### src/rtl/llander_thrust_ctrl.sv
// llander_thrust_ctrl: d-pad ramp / analog stick thrust source with slew-limited handoff to analog
module llander_thrust_ctrl #(
  parameter int TICK_DIV     = 98_425,
  parameter int THRUST_MAX   = 254,
  parameter int HANDOFF_STEP = 4
) (
  input  logic       clk_25,
  input  logic       RESET_L,
  input  logic       dpad_mode,
  input  logic       freeze,
  input  logic       thr_up,
  input  logic       thr_down,
  input  logic [7:0] analog_y,
  output logic [7:0] thrust,
  output logic       src_analog,
  output logic       handoff,
  output logic       tick
);
  localparam int PW = TICK_DIV > 1 ? $clog2(TICK_DIV) : 1;
  localparam logic [1:0] S_DPAD    = 2'd0;
  localparam logic [1:0] S_HANDOFF = 2'd1;
  localparam logic [1:0] S_ANALOG  = 2'd2;
  logic [PW-1:0] r_presc;
  logic [1:0]    r_state;
  logic [7:0]    r_thrust;
  logic [7:0]    r_a_tgt;
  logic          w_tick;
  logic [8:0]    w_raw;
  logic [7:0]    w_a_tgt;
  logic [9:0]    w_d;
  logic [9:0]    w_mag;
  logic          w_near;
  logic [7:0]    w_step;
  logic [1:0]    w_state_nx;
  logic [7:0]    w_thrust_nx;
  assign w_tick  = (r_presc == PW'(TICK_DIV - 1)) && !freeze;
  // 127 - y sign-extended to 9 bits spans 0..255; only 255 needs clamping
  assign w_raw   = 9'd127 - {analog_y[7], analog_y};
  assign w_a_tgt = (w_raw > 9'(THRUST_MAX)) ? 8'(THRUST_MAX) : w_raw[7:0];
  assign w_d     = {2'b00, r_a_tgt} - {2'b00, r_thrust};
  assign w_mag   = w_d[9] ? -w_d : w_d;
  assign w_near  = w_mag <= 10'(HANDOFF_STEP);
  assign w_step  = w_near ? r_a_tgt : w_d[9] ? r_thrust - 8'(HANDOFF_STEP) : r_thrust + 8'(HANDOFF_STEP);
  // In S_DPAD the thrust register doubles as the ramp accumulator, so returning to d-pad never jumps
  always_comb begin
    w_state_nx  = r_state;
    w_thrust_nx = r_thrust;
    if (r_state == S_DPAD) begin
      if (!dpad_mode) w_state_nx = S_HANDOFF;
      else if (w_tick && thr_up && !thr_down && r_thrust < 8'(THRUST_MAX)) w_thrust_nx = r_thrust + 8'd1;
      else if (w_tick && thr_down && !thr_up && r_thrust != 8'd0) w_thrust_nx = r_thrust - 8'd1;
    end else if (dpad_mode) begin
      w_state_nx = S_DPAD;
    end else if (r_state == S_ANALOG) begin
      w_thrust_nx = r_a_tgt;
    end else if (w_tick) begin
      w_thrust_nx = w_step;
      w_state_nx  = w_near ? S_ANALOG : S_HANDOFF;
    end
  end
  always_ff @(posedge clk_25 or negedge RESET_L) begin
    if (!RESET_L) begin
      r_presc  <= '0;
      r_state  <= S_DPAD;
      r_thrust <= 8'd0;
      r_a_tgt  <= 8'd0;
    end else begin
      r_a_tgt <= w_a_tgt;
      if (!freeze) begin
        r_presc  <= w_tick ? '0 : r_presc + 1'b1;
        r_state  <= w_state_nx;
        r_thrust <= w_thrust_nx;
      end
    end
  end
  assign thrust     = r_thrust;
  assign src_analog = r_state == S_ANALOG;
  assign handoff    = r_state == S_HANDOFF;
  assign tick       = w_tick;
endmodule

### config.mk
export PLATFORM = sky130hd
export DESIGN_NAME = llander_thrust_ctrl
export DESIGN_NICKNAME = d
export VERILOG_FILES = /design/src/rtl/llander_thrust_ctrl.sv
export SDC_FILE = /design/constraint.sdc
export NUM_CORES = 1
export LEC_CHECK = 0
export BUFFER_PORTS_ARGS = -buffer_cell sky130_fd_sc_hd__buf_2
export CORE_MARGIN = 3
export CORE_UTILIZATION = 54
export DETAILED_ROUTE_END_ITERATION = 8
export PLACE_DENSITY = 0.77
export SETUP_SLACK_MARGIN = 0.1
export SYNTH_ARGS = -nofsm -noshare
export SYNTH_HDL_FRONTEND = slang
export SYNTH_SLANG_ARGS = --single-unit
export TNS_END_PERCENT = 30
### constraint.sdc
create_clock -name clk_25 -period 3.62 [get_ports clk_25]
set_clock_uncertainty 0.2 [all_clocks]
set_input_delay 0.181 -clock clk_25 [delete_from_list [all_inputs] [get_ports clk_25]]
set_output_delay 0.181 -clock clk_25 [all_outputs]
set_load 0.1 [all_outputs]
; ---- Word-level counts from Yosys, hierarchy flattened
; Cells that the tools add are included.
[classes]
n_addsub = 8
magnitude_cmp = 3
n_eq_ne = 8
n_mux = 18
bitwise = 1
n_reduce_logical = 16
[ops]
columns = operator, n
row1 = $mux 8, 10
row2 = $add 17x1->17 const B, 1
row3 = $eq 17x17->1 const B, 1
row4 = $mux 17, 1
row5 = $mux 2, 6
row6 = $le 10x3->1 const B, 1
row7 = $mux 10, 1
row8 = $neg 10->10, 1
row9 = $gt 9x8->1 const B, 1
row10 = $sub 8x8->9, 1
row11 = $sub 8x8->9 const A, 1
row12 = $add 8x1->8 const B, 1
row13 = $add 8x3->8 const B, 1
row14 = $lt 8x8->1 const B, 1
row15 = $reduce_bool 8->1, 1
row16 = $sub 8x1->8 const B, 1
row17 = $sub 8x3->8 const B, 1
row18 = $logic_and 1x1->1, 7
row19 = $reduce_bool 3->1, 2
row20 = $reduce_and 5->1, 1
row21 = $ne 2x2->1 const B, 2
row22 = $reduce_and 4->1, 1
row23 = $logic_not 1->1, 3
row24 = $ne 3x1->1 const B, 1
row25 = other kinds (6), 6
[word_totals]
register_bits = 35
in_bits = 14
out_inout_bits = 11
elab_cells = 58

; ---- Depth between registers and ports, before layout
[depth]
ltp_word = 9
mapped_depth = 17

; ---- Worst setup path after synthesis
; No wires, ideal clock.
[synth_path]
path_type = reg2reg
from = reg r_thrust[0], in the netlist thrust[0]
to = reg r_thrust[7], in the netlist thrust[7]
setup_ps = 133
t_arrival_ps = 3764
t_required_ps = 3287
path_slack_ps = -478
stages_incl_launch_ff = 17
period_less_slack_ps = 4098
cell_sequence = dfrtp_1 ha_1 inv_1 fa_1 a21o_1 a21oi_1 o31ai_2 inv_1 ha_1 a21o_1 a21oi_1 o21bai_1 a21oi_1 xnor2_1 xnor2_1 mux2i_1 o211ai_1
[synth_via]
elab_chain_cells = 9
[synth_lines]
columns = item, line_no
row1 = from (decl), 25  ; logic [7:0] r_thrust;
row2 = from (signal assigned), 72  ; r_thrust <= w_thrust_nx;
row3 = $sub 8x8->9, 40  ; assign w_d = {2'b00, r_a_tgt} - {2'b00, r_thrust};
row4 = $neg 10->10, 41  ; assign w_mag = w_d[9] ? -w_d : w_d;
row5 = $mux 10, 41
row6 = $le 10x3->1, 42  ; assign w_near = w_mag <= 10'(HANDOFF_STEP);
row7 = $mux 8, 43  ; assign w_step = w_near ? r_a_tgt : w_d[9] ? r_thrust - 8'(HANDOFF_STEP) : r_thrust + 8'(HANDOFF_STEP);
row8 = $mux 8, 56  ; end else if (w_tick) begin
row9 = $mux 8, 54  ; end else if (r_state == S_ANALOG) begin
row10 = $mux 8, 52  ; end else if (dpad_mode) begin
row11 = $mux 8, 48  ; if (r_state == S_DPAD) begin
; Several ways; a longest one is shown, not always the timed one. The select of a mux whose other input is x is not followed.
; A chain may end at the register's enable or synchronous reset.

; ---- Worst setup path in the final report
[layout_path]
from = reg r_presc[11]
to = reg r_thrust[7], in the netlist thrust[7]
[layout_via]
elab_chain_cells = 8
[layout_lines]
columns = item, line_no
row1 = from (decl), 23  ; logic [PW-1:0] r_presc;
row2 = from (signal assigned), 70  ; r_presc <= w_tick ? '0 : r_presc + 1'b1;
row3 = $eq 17x17->1 (*), 36  ; assign w_tick = (r_presc == PW'(TICK_DIV - 1)) && !freeze;
row4 = $logic_and 1x1->1 (*), 36
row5 = $logic_and 1x1->1 (3 in a row), 50  ; else if (w_tick && thr_up && !thr_down && r_thrust < 8'(THRUST_MAX)) w_thrust_nx = r_thrust + 8'd1;
row6 = $mux 8, 50
row7 = $mux 8, 49  ; if (!dpad_mode) w_state_nx = S_HANDOFF;
row8 = $mux 8, 48
; Every way passes the cells marked *; elsewhere a longest branch is shown, timed or not. The select of a mux whose other input is x is not followed.

==> metrics.md <==
| Metric | Value |
|---|---|
| Sequential cell area fraction in the yosys report | `31.4%` |
| Area grow syn2layout | `22.9%` |
| Row Count | `25` |
| Cell area after placement | `3100 µm²` |
| Max Cap Viol | `0` |
| Detailed Place HPWL | `4990 µm` |
| Core box area | `4850 µm²` |
| CP Data Required Time | `3630 ps` |
| Power density over the cells | `about 830 nW/µm²` |
| VDD IR max | `0.572 mV` |
| Hold depth | `4` |
| Final Cell Area | `3420 µm²` |
| Met1 Track Usage GR | `34.0%` |
| Clock network latency to the later pin of the worst-skew pair | `290 ps` |
| Final Net Count | `between 400 and 500` |
| Reg2Reg Depth | `15` |
| Initial Util | `57.4%` |
| Number of synthesized flops with an enable pin | `0` |
| Initial antenna violation count | `0` |
| Mapped Area | `2790 µm²` |
| Async SR Flop Fraction | `100%` |
| CP most frequent cell | `o211ai_1` |
| CTS clk-pin slew, worst paths | `around 80 ps` |
| I/O Buffers | `24` |
| Antenna viol nets, final | `0` |
| Post-synth top flop | `dfrtp_1` |
| Cells after synthesis | `317` |
| Die height | `approximately 78 µm` |
| Final min period | `approximately 3500 ps` |
| Slowest cell on the critical path | `or4_4` |
| Num ports | `25` |
| Fmax | `0.286 GHz` |
| Share of layout cells above drive strength 1 | `24.1%` |
| Critical path class | `flop to flop` |
| Post-Place Cells | `between 400 and 500` |
| Setup TNS Final | `0 ps` |
| Critical-path cell list | `or4_4 -> nor4_4 -> inv_2 -> nor2_4 -> inv_4 -> ha_4 -> a21oi_4 -> o211ai_1 -> o21ai_1 -> nand2b_1 -> a21oi_2 -> xor2_1 -> a22oi_1 -> or3_1 -> o211ai_1` |
| Clk sink count | `35` |
| WL per Instance | `15.7 µm` |
| Finished Layout Cells | `436` |
| GR Util met2 | `37.2%` |
| Critical Path Fanout Max | `6` |
| Crit start category | `flop` |
| Via density | `5.69` |
| Pin count of the biggest net entering global routing | `36` |
| Area of the multi-input gates | `approximately 1900 µm²` |
| FF+latch count, synth | `35` |
| Pleak | `0.00154 µW` |
| DRC | `0` |
| Post-route clock period utilization | `96.6%` |
| Crit path largest cell delay | `530 ps` |
| FILL cells | `roughly 370` |
| Worst Hold Class | `input pin to flop` |
| Via count | `2481` |
| Full die area | `6060 µm²` |
| GRT Util Overall | `23.6%` |
| Gr ovfl total | `0` |
| TritonCTS clock tree | `yes` |
| Number of global-route vias before repair | `2348` |
| Outcome | `completed` |
| Average size of a mapped cell | `8.79 µm²` |
| Clock tree buffer depth | `2` |
| Number of setup violations in the final report | `0` |
| Yosys warns | `0` |
| Max-slew headroom | `48.9%` |
| First-pass GRT wire length | `11400 µm` |
| Final wirelength | `6840 µm` |
| Grt peak-use layer | `met2` |
| 1st-pass router iterations | `4` |
| Actual slew at the worst max-slew pin | `between 700 and 800 ps` |
| Met3 GRT Util | `3.60%` |
| Hold Vio Cnt, Final | `0` |
| Starting DRT DRC Count | `211` |
| Die Width | `77.8 µm` |
| Synth cell types | `52` |
| Endpoint class of the critical path | `flop` |
| Critical path arrival | `around 3500 ps` |
| Hold slack | `100 ps` |
| Antenna cells | `0` |
| Clock root buffer | `clkbuf_8` |
| Slew Viols, Final | `0` |
| Sequential cell area | `around 900 µm²` |
| CTS buffer count | `5` |
| RSZ-0062 raised after global routing | `yes` |
| Syn_nets | `357` |
| GPL Wtd Cong | `0.908` |
| H-Tree Depth | `2` |
worst max-delay path, delay by kind of cell (launching register included):
family	cells	cell delay, ps
flops	1	400
compound gates	6	840
xor+xnor	1	200
buf+inv	2	160
simple gates	5	1390
fa+ha+maj	1	230
layout make-up:
type / instances / area share, %
Inverter: 33 / 3.69
Tap cell: 67 / 2.45
Clock inverter: 3 / 0.585
Timing Repair Buffer: 50 / 9.87
Clock buffer: 5 / 2.01
Multi-Input combinational cell: 243 / 55.1
Sequential cell: 35 / 26.3
report_power, final:
group	total (µW)	switching, µW	internal, µW
logic	1920	1190	734
registers	631	146	486
clock network	281	147	134
total	2830	1480	1350
cells in the mapped netlist, types with 4 or more instances:
cell | n | area [µm²]
dfrtp_1 | 35 | 876
inv_1 | 32 | 120
nand2_1 | 28 | 105
ha_1 | 23 | 288
nor2_1 | 23 | 86.3
a21oi_1 | 22 | 110
xnor2_1 | 20 | 175
nand3_1 | 15 | 75.1
o21ai_0 | 15 | 75.1
a21o_1 | 9 | 67.6
mux2i_1 | 9 | 90.1
xor2_1 | 9 | 78.8
nor3_1 | 7 | 35.0
a211oi_1 | 4 | 30.0
clkbuf_1 | 4 | 15.0
nand2b_1 | 4 | 25.0
nand4_1 | 4 | 25.0
o211ai_1 | 4 | 30.0
metal layers:
| metal | wire (µm) | up-vias |
|---|---|---|
| li1 | - | 1220 |
| met1 | 3190 | 1164 |
| met2 | 3130 | 88 |
| met3 | 472 | 9 |
| met4 | 50 | 0 |
| met5 | 0 | - |
cell families (layout without fill, tap and decap cells):
family / count (synthesis) / in the layout / share of synthesized area, %
fa+ha+maj: 26 / 26 / 12.5
simple gates: 106 / 106 / 20.2
buf+inv: 39 / 91 / 5.57
mux: 10 / 10 / 3.64
xor+xnor: 29 / 29 / 9.12
flops: 35 / 35 / 31.4
compound gates: 72 / 72 / 17.5
metrics by stage:
step                utilization, %  total power [µW]  worst slack (ps)
finish                        70.6              2830               123
global route                  70.6              3070             -51.0
CTS                           67.7              2710               126
detailed placement            64.0              2410              21.9
global placement              64.0              2370               138
floorplan                        -              2020               123
what timing repair did:
| action | in CTS | in global routing |
|---|---|---|
| pin swaps | 0 | 7 |
| buffers inserted | 0 | 4 |
| gates resized for setup | 2 | 20 |
| setup endpoints to repair | 1 | 5 |
| hold buffers | 9 | 0 |
| endpoints found under the hold margin | 43 | 0 |
cells in the final DEF (no fill, tap or decap), types with 3 or more instances in the layout:
cell type and n:
nor2_1 22, buf_2 24, a211oi_1 4, nand2_1 28, dfrtp_1 27, inv_1 29, dlygate4sd3_1 9, xnor2_1 20
xor2_1 9, nand3_1 15, buf_4 17, clkbuf_8 5, nand4_1 4, ha_4 5, a21o_1 9, dfrtp_4 5
o211ai_1 4, and3_1 3, a21oi_1 18, dfrtp_2 3, nand2b_1 4, nor3_1 7, o21ai_0 13, nor4_1 3
ha_1 17, or3_1 3, inv_2 3, mux2i_1 9
state kept, by name, summed over array words and instances (netlist names):
register / flops
r_presc: 17
r_a_tgt: 8
thrust: 8
r_state: 2
worst paths after layout:
check | end | from | slack, ps
min in group asynchronous | thrust[3]$_DFFE_PN0P_ | RESET_L | 330
max in group asynchronous | thrust[2]$_DFFE_PN0P_ | RESET_L | 2320
worst min-delay path | r_state[1]$_DFFE_PN0P_ | dpad_mode | 100
worst max-delay path | thrust[7]$_DFFE_PN0P_ | r_presc[11]$_DFFE_PN0N_ | 120
worst max register to register | thrust[7]$_DFFE_PN0P_ | r_presc[11]$_DFFE_PN0N_ | 120
worst min register to register | r_presc[8]$_DFFE_PN0N_ | r_presc[8]$_DFFE_PN0N_ | 310
No activity file was read; power rests on OpenSTA's default activity.
